### src/rtl/matmul_result_writeback.sv
// Matmul result write-back buffer: a small circular FIFO between the matmul unit and the VRF write port.
// It optionally clamps each lane to 32-bit signed on entry, checks for RAW hazards and keeps sticky status flags.
module matmul_result_writeback #(
    parameter int VLEN  = 256,
    parameter int DEPTH = 4
) (
    input  logic                     clk_i,
    input  logic                     rst_i,
    input  logic                     res_valid_i,
    input  logic [4:0]               res_addr_i,
    input  logic [VLEN-1:0]          res_data_i,
    output logic                     res_ready_o,
    input  logic                     sat_mode_i,
    output logic                     vrf_we_o,
    output logic [4:0]               vrf_waddr_o,
    output logic [VLEN-1:0]          vrf_wdata_o,
    input  logic                     vrf_wgnt_i,
    input  logic [4:0]               chk_addr_a_i,
    input  logic [4:0]               chk_addr_b_i,
    output logic                     hazard_o,
    output logic [$clog2(DEPTH):0]   count_o,
    output logic                     overflow_o,
    output logic                     sat_o,
    input  logic                     clear_flags_i
);

    localparam int PW    = $clog2(DEPTH);
    localparam int CW    = PW + 1;
    localparam int LANES = 4;

    localparam logic [CW-1:0]        FULL_CNT = CW'(DEPTH);
    localparam logic signed [63:0]   S32_MAX  = 64'sh0000_0000_7FFF_FFFF;
    localparam logic signed [63:0]   S32_MIN  = 64'shFFFF_FFFF_8000_0000;

    function automatic logic lane_clamps(input logic signed [63:0] x);
        return (x > S32_MAX) || (x < S32_MIN);
    endfunction

    function automatic logic [31:0] sat32(input logic signed [63:0] x);
        logic [31:0] r;
        if (x > S32_MAX) begin
            r = 32'h7FFF_FFFF;
        end else if (x < S32_MIN) begin
            r = 32'h8000_0000;
        end else begin
            r = x[31:0];
        end
        return r;
    endfunction

    logic [PW-1:0]   wr_ptr_q, wr_ptr_d;
    logic [PW-1:0]   rd_ptr_q, rd_ptr_d;
    logic [CW-1:0]   count_q, count_d;
    logic            ovf_q, ovf_d;
    logic            sat_q, sat_d;

    logic [4:0]      addr_mem [DEPTH];
    logic [VLEN-1:0] data_mem [DEPTH];

    logic            push_w;
    logic            pop_w;
    logic [VLEN-1:0] conv_data;
    logic            clamp_any;
    logic [DEPTH-1:0] occ;

    // ---- push-side conversion (combinational, sampled on the push edge) ----
    always_comb begin
        conv_data = res_data_i;
        clamp_any = 1'b0;
        if (sat_mode_i) begin
            conv_data = '0;
            for (int i = 0; i < LANES; i++) begin
                conv_data[i*32 +: 32] = sat32(res_data_i[i*64 +: 64]);
                clamp_any = clamp_any | lane_clamps(res_data_i[i*64 +: 64]);
            end
        end
    end

    // Ready depends only on the registered count, so the grant never reaches it.
    assign res_ready_o = (count_q != FULL_CNT);
    assign vrf_we_o    = (count_q != '0);
    assign push_w      = res_valid_i && res_ready_o;
    assign pop_w       = vrf_we_o && vrf_wgnt_i;

    always_comb begin
        wr_ptr_d = push_w ? wr_ptr_q + PW'(1) : wr_ptr_q;
        rd_ptr_d = pop_w  ? rd_ptr_q + PW'(1) : rd_ptr_q;
        unique case ({push_w, pop_w})
            2'b10:   count_d = count_q + CW'(1);
            2'b01:   count_d = count_q - CW'(1);
            default: count_d = count_q;
        endcase
        if (res_valid_i && !res_ready_o) begin
            ovf_d = 1'b1;
        end else if (clear_flags_i) begin
            ovf_d = 1'b0;
        end else begin
            ovf_d = ovf_q;
        end
        if (push_w && clamp_any) begin
            sat_d = 1'b1;
        end else if (clear_flags_i) begin
            sat_d = 1'b0;
        end else begin
            sat_d = sat_q;
        end
    end

    // ---- control state ----
    always_ff @(posedge clk_i or posedge rst_i) begin
        if (rst_i) begin
            wr_ptr_q <= '0;
            rd_ptr_q <= '0;
            count_q  <= '0;
            ovf_q    <= 1'b0;
            sat_q    <= 1'b0;
        end else begin
            wr_ptr_q <= wr_ptr_d;
            rd_ptr_q <= rd_ptr_d;
            count_q  <= count_d;
            ovf_q    <= ovf_d;
            sat_q    <= sat_d;
        end
    end

    // ---- entry storage (data path, not reset; validity comes from count/pointers) ----
    always_ff @(posedge clk_i) begin
        if (push_w) begin
            addr_mem[wr_ptr_q] <= res_addr_i;
            data_mem[wr_ptr_q] <= conv_data;
        end
    end

    // An entry is occupied when its distance from the read pointer is below the count.
    always_comb begin
        occ      = '0;
        hazard_o = 1'b0;
        for (int i = 0; i < DEPTH; i++) begin
            occ[i] = ({1'b0, PW'(i) - rd_ptr_q} < count_q);
            if (occ[i] && ((addr_mem[i] == chk_addr_a_i) || (addr_mem[i] == chk_addr_b_i))) begin
                hazard_o = 1'b1;
            end
        end
    end

    assign vrf_waddr_o = vrf_we_o ? addr_mem[rd_ptr_q] : 5'd0;
    assign vrf_wdata_o = vrf_we_o ? data_mem[rd_ptr_q] : '0;
    assign count_o     = count_q;
    assign overflow_o  = ovf_q;
    assign sat_o       = sat_q;

endmodule

### config.mk
export PLATFORM = sky130hd
export DESIGN_NAME = matmul_result_writeback
export DESIGN_NICKNAME = d
export VERILOG_FILES = /design/src/rtl/matmul_result_writeback.sv
export SDC_FILE = /design/constraint.sdc
export NUM_CORES = 1
export LEC_CHECK = 0
export BUFFER_PORTS_ARGS = -buffer_cell sky130_fd_sc_hd__buf_2
export CORE_MARGIN = 4
export CORE_UTILIZATION = 55
export CTS_CLUSTER_SIZE = 30
export DETAILED_ROUTE_END_ITERATION = 6
export PLACE_DENSITY = 0.76
export SYNTH_ARGS = -nofsm -noshare
export SYNTH_HDL_FRONTEND = slang
export SYNTH_SLANG_ARGS = --single-unit
### constraint.sdc
create_clock -name clk_i -period 10.85 [get_ports clk_i]
set_input_delay 0.5425 -clock clk_i [delete_from_list [all_inputs] [get_ports clk_i]]
set_output_delay 0.5425 -clock clk_i [all_outputs]
set_load 0.05 [all_outputs]
==> results of run 1 <==
-- repair_timing --
action / CTS / global route
hold buffers: 1 / 0
hold endpoints to repair: 9 / 0
setup buffers: 0 / 0
-- cells by family (layout without fill, tap and decap cells) --
group | after synthesis | in the layout | share of synthesized area (%)
multiplexers | 264 | 264 | 13.58
flip-flops | 1053 | 1053 | 72.57
AND/OR/NAND/NOR | 668 | 668 | 8.633
XOR/XNOR | 47 | 47 | 0.9461
adder cells (fa/ha/maj) | 10 | 10 | 0.3048
buffers and inverters | 165 | 783 | 1.518
other | 0 | 10 | 0
AO/OA/AOI/OAI | 207 | 207 | 2.444
-- routing by layer --
layer	routed length (um)	track usage (%)	vias up
li1	-	-	10570
met1	40550	35.53	12950
met2	58730	45.56	1363
met3	11580	6.774	223
met4	3858	8.950	12
met5	84	0	-
-- area by class of cell --
class	instances	area share, %
multi-input combinational	1196	22.35
clock inverter	68	1.635
inverter	11	0.08112
sequential	1053	62.05
clock buffer	123	5.337
timing repair buffer	581	5.939
antenna	10	0.04916
tap	1040	2.556
-- worst max-delay path: stages, from the launching register on --
cell and delay, ns:
dfrtp_4 0.89, buf_12 0.54, buf_4 0.92, mux4_2 0.61, and2_1 0.19, buf_2 0.21
-- cells in the final DEF (no fill, tap or decap), drive strengths merged, types with 6 or more instances in the layout --
cell      synthesis  routed
edfxtp         1044    1044
a21oi           190     190
nand3             9       9
dfrtp             9       9
nor2b           128     128
or4               8       8
clkbuf          109     123
mux4            261     261
bufinv            0      18
nor4             28      28
xor2             20      20
nor3             11      11
and2            263     263
nand2            70      70
xnor2            27      27
clkinv            0      39
nand4            35      35
nor2            100     100
buf              45     580
and4              7       7
ha                9       9
clkinvlp          0       6
diode             0      10
inv              11      16
-- power breakdown --
group / switching [uW] / internal [uW] / total, uW
logic: 5120 / 2090 / 7210
registers: 236 / 5390 / 5630
clock network: 1510 / 2220 / 3720
total: 6860 / 9700 / 16600
-- sequential cells by signal (all words and copies together), names as in the netlist --
signal      count
wr_ptr_q        2
sat_o           1
rd_ptr_q        2
overflow_o      1
count_o         3
addr_mem       20
data_mem     1024
-- worst min path at each step --
stage                                           to              startpoint  slack (ns)  depth (start not counted)
after global routing      addr_mem[3][3]$_DFFE_PP_           res_addr_i[3]         0.1                          1
final                     addr_mem[2][3]$_DFFE_PP_           res_addr_i[3]        0.12                          1
after detailed placement    overflow_o$_DFFE_PP0P_  overflow_o$_DFFE_PP0P_        0.48                          1
after floorplan             count_o[0]$_DFFE_PP0P_                   rst_i        0.37                          1
after CTS                 addr_mem[2][3]$_DFFE_PP_           res_addr_i[3]        0.08                          1
after global placement      overflow_o$_DFFE_PP0P_  overflow_o$_DFFE_PP0P_        0.47                          1
-- synthesized netlist by cell type --
cell	n
a2111oi_1	1
a21oi_1	190
a22o_1	1
a22oi_1	1
a31oi_1	3
a32o_1	1
and2_0	1
and2_1	262
and3_1	4
and4_1	7
buf_1	12
buf_2	33
clkbuf_1	109
dfrtp_1	9
edfxtp_1	1044
fa_1	1
ha_1	9
inv_1	11
mux2_2	2
mux2i_1	1
mux4_2	261
nand2_1	70
nand2b_1	1
nand3_1	9
nand4_1	35
nor2_1	100
nor2b_1	128
nor3_1	11
nor4_1	28
o211ai_1	1
o21ai_0	2
o21ai_1	3
o22ai_1	4
or3_1	4
or4_1	8
xnor2_1	27
xor2_1	20
-- metrics by stage --
| stage | cells | total power [uW] | hold slack, ns | worst slack [ns] |
|---|---|---|---|---|
| floorplan | 2414 | 11220 | 0.3704 | 2.818 |
| global placement | 3880 | 12890 | 0.4706 | 6.521 |
| detailed placement | 3880 | 12970 | 0.4781 | 6.486 |
| CTS | 4072 | 16690 | 0.07803 | 5.762 |
| global route | 4077 | 17180 | 0.09506 | 5.579 |
| finish | 4082 | 16560 | 0.1159 | 6.050 |
==> results.md, run 1 <==
* Final setup fails at 0
* Synth-to-Final Area Change at 16.98%
* Num Clock Sinks at 1053
* Share of the synthesized area in the top cell type at 72.05%
* Final Max Tran Viols at 0
* Post-DP Area at 47320 um2
* RD Place Congestion at 0.9262
* Fraction of layout cells with a size suffix above 1 at 33.18%
* Design area at 50900 um2
* Critical path endpoint category: output pin
* Library cells used by synthesis at 37
* Synth warn at 0
* Leading area contributor after synthesis: edfxtp_1
* Max-Cap Viols at 0
* # port buffers at 545
* Ports at 546
* Initial DRT Pass Iterations at 6
* Initial Util at 55.80%
* Multi-input logic area at 11380 um2
* Max Fclk at 0.2083 GHz
* Dpl hpwl at 73610 um
* Fill cells at 5179
* Netlist Area Pre-Place at 43510 um2
* Seq. cell area at 31580 um2
* FF-to-FF path depth at 5
* Sequential area share after synthesis at 72.57%
* Pin count of the biggest net entering global routing at 128
* Synthesized instance count at 2414
* Startpoint types: flop
* CTS Buf Count at 105
* Clk pin slew, worst setup/hold paths at 0.06 ns
* Leak Pwr at 0.01753 uW
* Slew HR at 21.07%
* Drt wl/cell at 28.12 um
* DIE WIDTH at 289.3 um
* Minimum clock period at 4.800 ns
* Gr ovfl total at 0
* Final Skew at 0.01779 ns
* Clk_lat worst skew at 0.67 ns
* Initial DRC count at 2367
* Setup TNS at 0 ns
* DR vias at 25110
* Outcome: finished clean
* P per Cell Area at 325.4 nW/um2
* R2r startpoint: count_o[0]$_DFFE_PP0P_
* RSZ-0062 raised after global routing: no
* Reg2Reg Setup Slack at 6.93 ns
* Post-Syn Nets at 2701
* Critical Path Fanout Max at 109
* Post-cts sizing count at 0
* Drt drc at 0
* Die outline height at 289.3 um
* Crit Path Category: reg2out
* Final hold violations at 0
* CP Launch Point: rd_ptr_q[0]$_DFFE_PP0P_
* Die area at 83670 um2
* Post-layout util at 65.28%
* Critical R2R Capture: data_mem[1][106]$_DFFE_PP_
* Nets@finish at 3235
* WL final at 114800 um
* Seq cells post-synth at 1053
* Syn_area_per_cell at 18.02 um2
* Global-route wire length before repair at 168400 um
* Number of global-route vias before repair at 25950
* Root buffer cell: clkbuf_16
* Arrival time worst endpoint at 4.26 ns
* CTS max path bufs at 3
* Htree depth at 3
* GRT Resource Usage Total at 27.25%
* Worst-margin pin slew at 1.184 ns
* Min-Delay Path Class: in2reg
* Synth top area cells: edfxtp_1, mux4_2, and2_1
* Area of the core at 77980 um2
* Max IR drop VDD at 207.0 uV
* CTS tree: built
* Initial antenna violation count at 16
* Setup crit end: vrf_wdata_o[212]
* Core Rows at 102
* Tcrit/Tclk final at 44.24%
* Final antenna-violating net count at 0
* Critical Path RT at 10.31 ns
* Avg Vias per Cell at 6.152
(Power assumes the default switching activity.)
==> run 2, diff against run 1 <==
Clock period 10.85 ns to 4.45 ns, I/O delays scaled along.
==> run 2 against run 1 <==
Compared with the run above:
- clock-buffer cell count down 5
- sequential cell count unchanged
- cell count up 3.7%
- register-to-register slack worse by 5.1 ns
- utilization up 2.1 points
- wire length up 0.14%
- total power up 150%
- sequential share of layout area down 2.0 points
- sequential power up 150%
- clock skew up 0.0026 ns
==> results.md, run 2 (synthesis results as in run 1) <==
* Leading cell type in the layout, fill and taps excluded: edfxtp_1
* Largest register FFs at 1024 (unchanged)
* FF-to-FF path depth at 4 (-1)
* Outcome: finished clean
* Met2 GRT Util at 44.04% (-1.5 points)
* RD Place Congestion at 0.9567 (+3.3%)
* Final setup fails at 0 (unchanged)
* Max incr delay on CP at 1.07 ns (+0.15 ns)
* Drt drc at 0 (unchanged)
* Layer with the highest usage: met2
* Arrival time worst endpoint at 3.24 ns (-1.02 ns)
* Final antenna-violating net count at 0 (unchanged)
* Max-Cap Viols at 0 (unchanged)
* Slowest CP cell: dfrtp_4
* Slew HR at 29.05% (+8.0 points)
* Num Clock Sinks at 1053 (unchanged)
* Ports at 546 (unchanged)
* Initial DRT Pass Iterations at 5 (-1)
* Root buffer cell: clkbuf_16
* Global-route wire length before repair at 169500 um (+0.69%)
* CTS tree: built
* Hold path endpoint: data_mem[3][77]$_DFFE_PP_
* GR Util met3 at 6.161% (-0.61 points)
* GRT met1 Usage at 36.66% (+1.1 points)
* Drt wl/cell at 27.16 um (-3.4%)
* DIE WIDTH at 289.3 um (unchanged)
* Min-Delay Path Class: in2reg
* Total power at 40680 uW (+150%)
* Clk_lat worst skew at 0.66 ns (about the same)
* Critical R2R Capture: data_mem[3][92]$_DFFE_PP_
* Minimum clock period at 3.461 ns
* Max IR drop VDD at 663.0 uV (+220%)
* Initial DRC count at 2870 (+21%)
* Number of global-route vias before repair at 26660 (+2.8%)
* GRT Resource Usage Total at 27.24% (about the same)
* Worst Hold Slack at 0.03312 ns (-0.08275 ns)
* Largest Register: data_mem
* Gr ovfl total at 0 (unchanged)
* CTS max path bufs at 3 (unchanged)
* Commonest non-fill, non-tap cells in the layout: edfxtp_1, buf_2, and2_1
* Die outline height at 289.3 um (unchanged)
* Initial antenna violation count at 15 (-1)
* Setup TNS at 0 ns (unchanged)
* Final hold violations at 0 (unchanged)
* Startpoint types: flop
* Critical-path cell list: buf_4 > mux4_2 > and2_1 > buf_2
* DR vias at 25950 (+3.3%)
* CP Launch Point: rd_ptr_q[0]$_DFFE_PP0P_
* Critical Path RT at 4.23 ns (-6.08 ns)
* # port buffers at 545 (unchanged)
* Top delay family on crit path: flip-flops
* Hold_sp: res_data_i[77]
* Core Rows at 102 (unchanged)
* Initial Util at 55.80% (unchanged)
* Synth-to-Final Area Change at 20.80%
* Tcrit/Tclk final at 77.78%
* Max Fclk at 0.2889 GHz
* Final Skew at 0.02043 ns (+0.002639 ns)
* Dpl hpwl at 73700 um (+0.12%)
* Clk pin slew, worst setup/hold paths at 0.06 ns (about the same)
* Critical path endpoint category: output pin
* Worst-margin pin slew at 1.060 ns (-0.1238 ns)
* Htree depth at 3 (unchanged)
* P per Cell Area at 774.0 nW/um2 (+140%)
* Leak Pwr at 0.01828 uW (+4.2%)
* Area of the core at 77980 um2 (unchanged)
* Nets@finish at 3380 (+4.5%)
* Fraction of layout cells with a size suffix above 1 at 32.92% (-0.25 points)
* Hold depth at 3 (+2)
* Post-CTS setup buffers at 0 (unchanged)
* Buf/Inv on CP at 2 (-1)
* RSZ-0062 raised after global routing: no
* Die area at 83670 um2 (unchanged)
* Reg2Reg Setup Slack at 1.84 ns (-5.09 ns)
* R2r startpoint: count_o[0]$_DFFE_PP0P_
* Critical Path Fanout Max at 43 (-61%)
* Pin count of the biggest net entering global routing at 155 (+21%)
* Avg Vias per Cell at 6.132 (-0.33%)
* Crit Path Category: reg2out
* Final Max Tran Viols at 0 (unchanged)
* CTS Buf Count at 103 (-1.9%)
* WL final at 114900 um (+0.14%)
run 2: changes by cell type in the layout (fill, tap and decap cells not counted), moves of 2 or more:
cell           delta
bufinv_16         -2
clkbuf_16         -2
clkbuf_1          -5
clkinv_1          -5
inv_16            -2
inv_6             +2
clkbuf_8          +2
clkinv_2         +15
buf_4             +5
buf_12           +23
clkinvlp_4        -2
dlygate4sd3_1   +119
run 2: worst register-to-register path, stage by stage (launching register included):
cell and delay [ns]:
dfrtp_1 0.55, nor2_1 0.11, nand2_1 0.24, and3_4 0.76
buf_12 0.49
run 2: repair_timing:
item	in CTS	in global routing
resized for setup	0	0
hold endpoints to repair	461	0
hold buffers	120	0
endpoints found under the setup margin	0	0
run 2: how the worst max path moves through the flow:
stage	cells past startpoint	slack, ns	end
2_1_floorplan	3	-0.56	addr_mem[0][0]$_DFFE_PP_
3_3_place_gp	4	1.58	vrf_wdata_o[254]
3_5_place_dp	4	1.60	vrf_wdata_o[254]
4_1_cts	4	0.88	vrf_wdata_o[254]
5_1_grt	4	0.75	vrf_waddr_o[0]
6_report	4	0.99	vrf_wdata_o[251]
run 2: metal layers:
metal	part of all wire, %	vias to the layer above
met3	10	280
met5	0.090	-
met4	4.0	14
met1	36	13220
met2	49	1561
li1	-	10880
run 2: metrics by stage:
step / cell area (um2) / instances / worst slack, ns / utilization (%)
6_report: 52560 / 4232 / 0.9888 / 67.40
4_1_cts: 52540 / 4223 / 0.8802 / 67.37
2_1_floorplan: 43520 / 2414 / -0.5583 / -
3_5_place_dp: 47810 / 3908 / 1.601 / 61.32
3_3_place_gp: 47810 / 3908 / 1.580 / 61.32
5_1_grt: 52550 / 4229 / 0.7496 / 67.39
run 2: final cells by class:
type                            count  area [um2]
Clock inverter                     77       845.8
Sequential cell                  1053       31580
Timing Repair Buffer              728        4712
Antenna cell                        9       22.52
Fill cell                        5124       25420
Inverter                           11       41.29
Multi-Input combinational cell   1196       11380
Tap cell                         1040        1301
Clock buffer                      118        2675
run 2: report_power, final:
group / switching [uW] / leakage [uW] / internal (uW)
registers: 695 / 0.00972 / 13100
logic: 12500 / 0.00683 / 5420
clock network: 3670 / 0.00173 / 5260
